--- src/rtl/bus_timer_pkg.sv ---
// Shared constants for the bus_timer peripheral: register offsets, bit
// positions within STATUS/CONTROL, and the address-decode nibble.
package bus_timer_pkg;

  localparam logic [2:0] OFF_STATUS  = 3'd0;
  localparam logic [2:0] OFF_CONTROL = 3'd1;
  localparam logic [2:0] OFF_PERIOD  = 3'd2;
  localparam logic [2:0] OFF_COUNT   = 3'd3;

  // STATUS bits
  localparam int BIT_TO    = 0;
  localparam int BIT_RUN   = 1;
  // CONTROL bits
  localparam int BIT_START = 0;
  localparam int BIT_STOP  = 1;
  localparam int BIT_CONT  = 2;
  localparam int BIT_IE    = 3;

  localparam logic [3:0] BASE_NIBBLE = 4'h4;

endpackage

--- src/rtl/bus_timer_tick_gen.sv ---
// Prescaler: free-runs 0..PRESCALE-1 while enabled and pulses tick on the
// last count; held at zero when disabled or cleared.
module tick_gen #(
  parameter int PRESCALE = 50000
) (
  input  logic Clock,
  input  logic Reset,
  input  logic clear,
  input  logic enable,
  output logic tick
);

  localparam int CW = (PRESCALE > 1) ? $clog2(PRESCALE) : 1;
  localparam logic [CW-1:0] LAST = CW'(PRESCALE - 1);

  logic [CW-1:0] r_cnt;
  logic          w_last;

  assign w_last = (r_cnt == LAST);
  assign tick   = enable & w_last;

  always_ff @(posedge Clock or posedge Reset) begin
    if (Reset)                          r_cnt <= '0;
    else if (clear || !enable || w_last) r_cnt <= '0;
    else                                r_cnt <= r_cnt + CW'(1);
  end

endmodule

--- src/rtl/bus_timer.sv ---
// Memory-mapped interval timer: counts prescaled ticks down from PERIOD,
// sets a sticky TO flag on expiry, optional reload and interrupt level.
module bus_timer
  import bus_timer_pkg::*;
#(
  parameter int          PRESCALE   = 50000,
  parameter logic [15:0] PERIOD_RST = 16'hFFFF
) (
  input  logic        Clock,
  input  logic        Reset,
  input  logic        cs,
  input  logic [2:0]  ADDR,
  input  logic [15:0] DOUT,
  input  logic        W,
  output logic [15:0] q,
  output logic        irq
);

  logic [15:0] r_period, r_count, r_q;
  logic        r_run, r_cont, r_ie, r_to;

  logic        w_wr, w_wr_status, w_wr_ctrl, w_wr_period;
  logic        w_start, w_stop, w_per_zero, w_expire, w_tick;
  logic [15:0] w_rd_data;

  assign w_wr        = cs & W;
  assign w_wr_status = w_wr & (ADDR == OFF_STATUS);
  assign w_wr_ctrl   = w_wr & (ADDR == OFF_CONTROL);
  assign w_wr_period = w_wr & (ADDR == OFF_PERIOD);

  // STOP dominates START when both arrive in one write
  assign w_stop     = w_wr_ctrl & DOUT[BIT_STOP];
  assign w_start    = w_wr_ctrl & DOUT[BIT_START] & ~DOUT[BIT_STOP];
  assign w_per_zero = (r_period == 16'd0);
  assign w_expire   = w_tick & (r_count == 16'd1) & ~w_stop & ~w_start;

  tick_gen #(.PRESCALE(PRESCALE)) u_tick (
    .Clock  (Clock),
    .Reset  (Reset),
    .clear  (w_start | w_stop),
    .enable (r_run),
    .tick   (w_tick)
  );

  always_ff @(posedge Clock or posedge Reset) begin
    if (Reset) begin
      r_period <= PERIOD_RST;
      r_count  <= '0;
      r_run    <= 1'b0;
      r_cont   <= 1'b0;
      r_ie     <= 1'b0;
      r_to     <= 1'b0;
    end else begin
      if (w_wr_ctrl) begin
        r_cont <= DOUT[BIT_CONT];
        r_ie   <= DOUT[BIT_IE];
      end
      if (w_wr_period) r_period <= DOUT;

      if (w_stop) begin
        r_run <= 1'b0;
      end else if (w_start) begin
        if (w_per_zero) begin
          r_run <= 1'b0;
        end else begin
          r_count <= r_period;
          r_run   <= 1'b1;
        end
      end else if (w_tick) begin
        if (r_count > 16'd1) begin
          r_count <= r_count - 16'd1;
        end else if (r_cont && !w_per_zero) begin
          r_count <= r_period;
        end else begin
          // one-shot end, or a reload of zero would never expire again
          r_count <= '0;
          r_run   <= 1'b0;
        end
      end

      if (w_expire || (w_start && w_per_zero)) r_to <= 1'b1;
      else if (w_wr_status)                     r_to <= 1'b0;
    end
  end

  always_comb begin
    w_rd_data = '0;
    case (ADDR)
      OFF_STATUS: begin
        w_rd_data[BIT_TO]  = r_to;
        w_rd_data[BIT_RUN] = r_run;
      end
      OFF_CONTROL: begin
        w_rd_data[BIT_CONT] = r_cont;
        w_rd_data[BIT_IE]   = r_ie;
      end
      OFF_PERIOD: w_rd_data = r_period;
      OFF_COUNT:  w_rd_data = r_count;
      default:    w_rd_data = '0;
    endcase
  end

  always_ff @(posedge Clock or posedge Reset) begin
    if (Reset) r_q <= '0;
    else       r_q <= cs ? w_rd_data : 16'd0;
  end

  assign q   = r_q;
  assign irq = r_to & r_ie;

endmodule

--- config.mk ---
export PLATFORM = sky130hd
export DESIGN_NAME = bus_timer
export DESIGN_NICKNAME = d
export VERILOG_FILES = /design/src/rtl/bus_timer_pkg.sv /design/src/rtl/bus_timer_tick_gen.sv /design/src/rtl/bus_timer.sv
export SDC_FILE = /design/constraint.sdc
export NUM_CORES = 1
export LEC_CHECK = 0
export BUFFER_PORTS_ARGS = -buffer_cell sky130_fd_sc_hd__buf_2
export CAP_MARGIN = 20
export CORE_AREA = 5 5 83 93
export CTS_BUF_LIST = sky130_fd_sc_hd__clkbuf_4
export DETAILED_ROUTE_END_ITERATION = 8
export DIE_AREA = 0 0 88 98
export PLACE_DENSITY_LB_ADDON = 0.25
export REMOVE_ABC_BUFFERS = 1
export SETUP_SLACK_MARGIN = 0.4
export SKIP_CTS_REPAIR_TIMING = 1
export SYNTH_ARGS = -nofsm -noshare
export SYNTH_HDL_FRONTEND = slang
export SYNTH_SLANG_ARGS = --single-unit
--- constraint.sdc ---
create_clock -name Clock -period 6 [get_ports Clock]
set_input_delay 0.6 -clock Clock [delete_from_list [all_inputs] [get_ports Clock]]
set_output_delay 0.6 -clock Clock [all_outputs]
set_load 0.005 [all_outputs]
After elaboration in Yosys (flattened, before gate mapping)
Cells that the tools add are included.
{"block": "op_classes", "muxes": 18, "n_addsub": 2, "eq_ne": 8, "bitwise": 16, "reduce_logical": 14, "n_lt_le_gt_ge": 1}
{"op": "$mux W16", "n": 7}
{"op": "$pmux W12 S2", "n": 1}
{"op": "$add A16 B1 Y16 const B", "n": 1}
{"op": "$eq A16 B1 Y1 const B", "n": 1}
{"op": "$eq A16 B16 Y1 const B", "n": 1}
{"op": "$gt A16 B1 Y1 const B", "n": 1}
{"op": "$logic_not A16 Y1", "n": 1}
{"op": "$sub A16 B1 Y16 const B", "n": 1}
{"op": "$and A1 B1 Y1", "n": 12}
{"op": "$pmux W2 S3", "n": 2}
{"op": "$mux W1", "n": 8}
{"op": "$eq A3 B2 Y1 const B", "n": 2}
{"op": "$ne A3 B3 Y1 const B", "n": 2}
{"op": "$reduce_and A3 Y1", "n": 2}
{"op": "$reduce_bool A2 Y1", "n": 2}
{"op": "$eq A3 B1 Y1 const B", "n": 1}
{"op": "$logic_not A3 Y1", "n": 1}
{"op": "$logic_or A1 B1 Y1", "n": 3}
{"op": "$not A1 Y1", "n": 3}
{"op": "$reduce_bool A3 Y1", "n": 1}
{"op": "$logic_and A1 B1 Y1", "n": 2}
{"op": "$logic_not A1 Y1", "n": 2}
{"op": "$ne A2 B2 Y1 const B", "n": 1}
{"op": "$or A1 B1 Y1", "n": 1}
{"block": "totals", "word_cells": 67, "in_bits": 23, "reg_bits": 68, "output_inout_bits": 17}

Depth between registers and ports, before layout
{"block": "depth", "word_depth": 8, "mapped_depth": 9, "mapped_depth_nobuf": 7}

Modules after synthesis
From an unflattened synthesis, not the netlist that was laid out.
{"block": "unflattened", "cells_unflattened": 334, "hier_area_um2": 3677.3}
{"module": "bus_timer", "instances": 1, "seq_area_each_um2": 1321.3, "area_each_um2": 2745.1, "cells_per_inst": 250}
{"module": "tick_gen", "instances": 1, "seq_area_each_um2": 400.4, "area_each_um2": 932.1, "cells_per_inst": 84}

Least setup slack after synthesis
Ideal clock, no wire load.
{"block": "synth_timing", "path_kind": "input -> register", "startpoint": "input ADDR[1]", "endpoint": "register r_count[14]", "path_slack_ns": 3.536, "arrival_time_ns": 2.331, "t_required_ns": 5.868, "path_stages": 6, "setup_time_ns": 0.132, "n_path_buf": 1, "cell_sequence": "buf_2 > and4bb_2 > a21boi_0 > or4b_2 > a211oi_1 > o22ai_1"}
{"block": "synth_via", "elab_chain_cells": 6, "elab_cells_between_ends": 10, "classes_between": "eq/ne (2); mux (1); bitwise (5); reduce/logical (2)"}
{"element": "start, declared", "line_no": "bus_timer.sv:12", "rtl": "input logic [2:0] ADDR,"}
{"element": "$eq A3 B1 Y1 *", "line_no": "bus_timer.sv:28", "rtl": "assign w_wr_ctrl = w_wr & (ADDR == OFF_CONTROL);"}
{"element": "$and A1 B1 Y1 *", "line_no": "bus_timer.sv:28"}
{"element": "$and A1 B1 Y1 (2 in series)", "line_no": "bus_timer.sv:33", "rtl": "assign w_start = w_wr_ctrl & DOUT[BIT_START] & ~DOUT[BIT_STOP];"}
{"element": "$ne A2 B2 Y1 (no source line) or $reduce_bool A2 Y1 (tied branches)"}
{"element": "$reduce_and A3 Y1 (no source line)"}
{"element": "end signal, assigned", "line_no": "bus_timer.sv:66", "rtl": "r_count <= r_period;"}
{"element": "end signal, assigned", "line_no": "bus_timer.sv:71", "rtl": "r_count <= r_count - 16'd1;"}
{"element": "end signal, assigned", "line_no": "bus_timer.sv:73", "rtl": "r_count <= r_period;"}
{"element": "end, declared", "line_no": "bus_timer.sv:19", "rtl": "logic [15:0] r_period, r_count, r_q;"}
Every way passes the cells marked *; elsewhere a longest branch is shown, timed or not.
A chain may end at the register's enable or synchronous reset.

Worst setup path in the final report
{"block": "layout_timing", "startpoint": "register r_period[8]", "endpoint": "register r_count[6]"}
{"block": "layout_via", "elab_chain_cells": 7, "elab_cells_between_ends": 9, "classes_between": "eq/ne (1); mux (4); reduce/logical (4)"}
{"element": "start, declared", "line_no": "bus_timer.sv:19"}
{"element": "start signal, assigned", "line_no": "bus_timer.sv:47", "rtl": "r_period <= PERIOD_RST;"}
{"element": "start signal, assigned", "line_no": "bus_timer.sv:58", "rtl": "if (w_wr_period) r_period <= DOUT;"}
{"element": "$logic_not A16 Y1 *", "line_no": "bus_timer.sv:34", "rtl": "assign w_per_zero = (r_period == 16'd0);"}
{"element": "$logic_not A1 Y1", "line_no": "bus_timer.sv:72", "rtl": "end else if (r_cont && !w_per_zero) begin"}
{"element": "$logic_and A1 B1 Y1", "line_no": "bus_timer.sv:72"}
{"element": "$mux W16", "line_no": "bus_timer.sv:72"}
{"element": "$mux W16", "line_no": "bus_timer.sv:70", "rtl": "if (r_count > 16'd1) begin"}
{"element": "$mux W16", "line_no": "bus_timer.sv:69", "rtl": "end else if (w_tick) begin"}
{"element": "$mux W16", "line_no": "bus_timer.sv:62", "rtl": "end else if (w_start) begin"}
Every way passes the cells marked *; elsewhere a longest branch is shown, timed or not. The select of a mux whose other input is x is not followed.

==> impl_metrics.ini <==
[worst_setup_path]
crit_path_end_kind = flip-flop
r2r_start = r_period[8]
max_stage_delay_ps = 600
worstSetupPathType = reg -> reg
cp_max_fo = 16
start_kind = flip-flop
cp.arrival_ps = 3220
critPathLaunch = r_period[8]
crit_required_ps = 6270
crit_chain = or4_1 -> or4_4 -> a22oi_4 -> or2_1 -> o22ai_1
cp_slowest_cell = or4_4

[clock_network]
clkTransAtPathRegs_ps = 110
cts_tree = done
root_buffer = clkbuf_4
cts.sink_count = 68
clock_latency_ps = 410
htree_levels = 3
clock_tree.buffer_depth = 2
cts_buffers = 9

[die]
rows = 32
ios = 40
start_util_pct = 52.9
fp.dieW_um = 88
core-area_um2 = 6770
dieArea_um2 = 8620
die_h_um = 98

[sta]
setup_tns_ps = 0
finalCritPeriodShare_pct = 49.2
finalWorstSetupSlack_ps = 3050
hold_viol_final = 0
finalClockSkew_ps = 12.2
setup_viol = 0
final_max_slew_viol_count = 0
slew_headroom_pct = 39.0
timing.final.crit_period_ps = 2950
worst_pin_slew_ps = 907
max_freq_mhz = 339
rsz0062_at_grt = false

[finish]
area_delta_synth_final_pct = 11.1
stdcell_count = 476
n_antenna_cell = 0
drive_above_1_share_pct = 26.1
nNetsFinal = 412

[grt]
grt_overflow = 0
grt_max_degree = 69
grt.total_usage_pct = 20.3
antenna_found_initial = 0
grt_pass1_wl_um = 13800
grt_pass1_vias = 2901

[yosys]
avgSynthCellArea_um2 = 10.3
synth_cells = 348
yosysWarnings = 0
synth_cell_type_count = 54
synthFlopType = dfrtp_1
synth_edf_count = 0
syn_area_um2 = 3580
yosysSeqAreaShare_pct = 48.1
async_reset_ff_share_pct = 100
ys_ff_latch = 68

[routing]
vias_per_cell = 6.03
wl_per_cell_um = 16.9
vias = 2870
drt_iter0_drc = 166
firstDrtPassIters = 5
ant_nets = 0
drt-total-wl_um = 8050
drc_errors = 0

[placement]
dp.cells = 459
place_congestion = 0.922
dpl.hpwl_um = 5670
pre_cts_ws_ps = 3020
portBuffers = 39

[power_and_ir_drop]
power.leakage_nw = 1.73
power_density_nw_per_um2 = 273
max-vdd-ir-drop_uv = 199

[run]
cap_violations = 0

[run_status]
outcome = finished, final reports clean

[worst_hold_path]
hp-start = DOUT[5]
hold_class = in -> reg
==> critical path, delay by kind of cell (launching register included) <==
kind	cells	cell delay, ps
AOI/OAI and AO/OA	2	630
and+or+nand+nor	3	1770
DFF	1	400
==> synth_stat cells (all sizes together) (8+ instances only) <==
cell type	count	area share (%)
nand2	16	1.7
nand4	8	1.4
a211oi	10	2.1
inv	19	2.0
or4	9	2.1
clkbuf	10	1.0
o21ai	9	1.3
o22ai	13	2.4
xor2	9	2.2
mux2i	12	3.4
nor2	46	4.8
dfrtp	52	36
mux2	20	6.3
a22oi	15	3.5
dfstp	16	12
==> per-stage QoR <==
step | area [um^2] | hold slack, ps | power [W] | utilization (%)
final | 3980 | 410 | 0.00109 | 58.8
after floorplan | 3500 | 467 | 0.000707 | -
after CTS | 3970 | 390 | 0.00110 | 58.7
after global placement | 3820 | 495 | 0.000764 | 56.5
after global routing | 3980 | 393 | 0.00115 | 58.8
after detailed placement | 3820 | 502 | 0.000771 | 56.5
==> sequential cells by signal, indices dropped and copies added, names as in the netlist <==
register	flops
r_count	16
r_to	1
q	16
u_tick.r_cnt	16
r_period	16
r_run	1
r_ie	1
r_cont	1
==> cell usage in the layout, fill, tap and decap left out, types with 2 or more instances in the layout <==
cell type and count:
o21ai_0 5, clkbuf_4 9, and2_1 4, buf_4 4
mux2_2 20, a21oi_1 7, a22oi_1 14, nand3_1 7
o21ai_1 4, and3_1 6, ha_1 3, nor4_1 6
mux2i_1 12, inv_1 18, buf_2 39, nand2b_1 2
nor4bb_1 2, nor2_1 46, or4_1 7, clkinv_2 2
o22ai_1 12, dfstp_2 16, and4_1 2, bufinv_16 2
xnor2_1 5, o41ai_1 4, nand4_1 8, nor3b_1 2
a211oi_1 10, or4_4 2, xor2_1 9, a32oi_1 7
nand2_1 16, clkinv_1 3, nor3_1 4, dfrtp_1 52
==> logic make-up after synthesis <==
family / count (synthesis) / synth area share, %
buffers and inverters: 35 / 4.33
AOI/OAI and AO/OA: 73 / 15.0
and+or+nand+nor: 123 / 18.5
adders and majority gates: 3 / 1.05
xor gates and xnor gates: 14 / 3.43
DFF: 68 / 48.1
muxes: 32 / 9.65
==> routing by layer <==
layer  share of wire, %  track usage (%)  vias up
met4                2.2             8.50        0
met2                 50             32.3       77
met3                5.4             4.39       20
met1                 43             26.6     1404
li1                   -                -     1369
met5                  0                0        -
==> worst paths after layout <==
kind | end | slack (ps) | cells past startpoint
worst max register to register | r_count[6] | 3050 | 5
max in group asynchronous | r_count[0] | 5030 | 3
min in group asynchronous | q[13] | 420 | 3
worst max-delay path | r_count[6] | 3050 | 5
worst min register to register | u_tick.r_cnt[0] | 520 | 1
worst min-delay path | r_period[5] | 410 | 2
==> area by class of cell <==
type / count / area, um^2
multi-input combinational: 245 / 1700
fill: 585 / 2790
sequential: 68 / 1720
inverter: 19 / 71.3
clock buffer: 9 / 67.6
clock inverter: 7 / 81.3
tap: 85 / 106
timing repair buffer: 43 / 225
==> power breakdown <==
group	internal, W	leakage, nW	total (W)	switching (W)
clock	0.000164	0.0822	0.000323	0.000159
sequential	0.000534	0.817	0.000598	0.0000635
combinational	0.0000806	0.836	0.000165	0.0000845
total	0.000779	1.73	0.00109	0.000307
No activity file was read; power rests on OpenSTA's default activity.
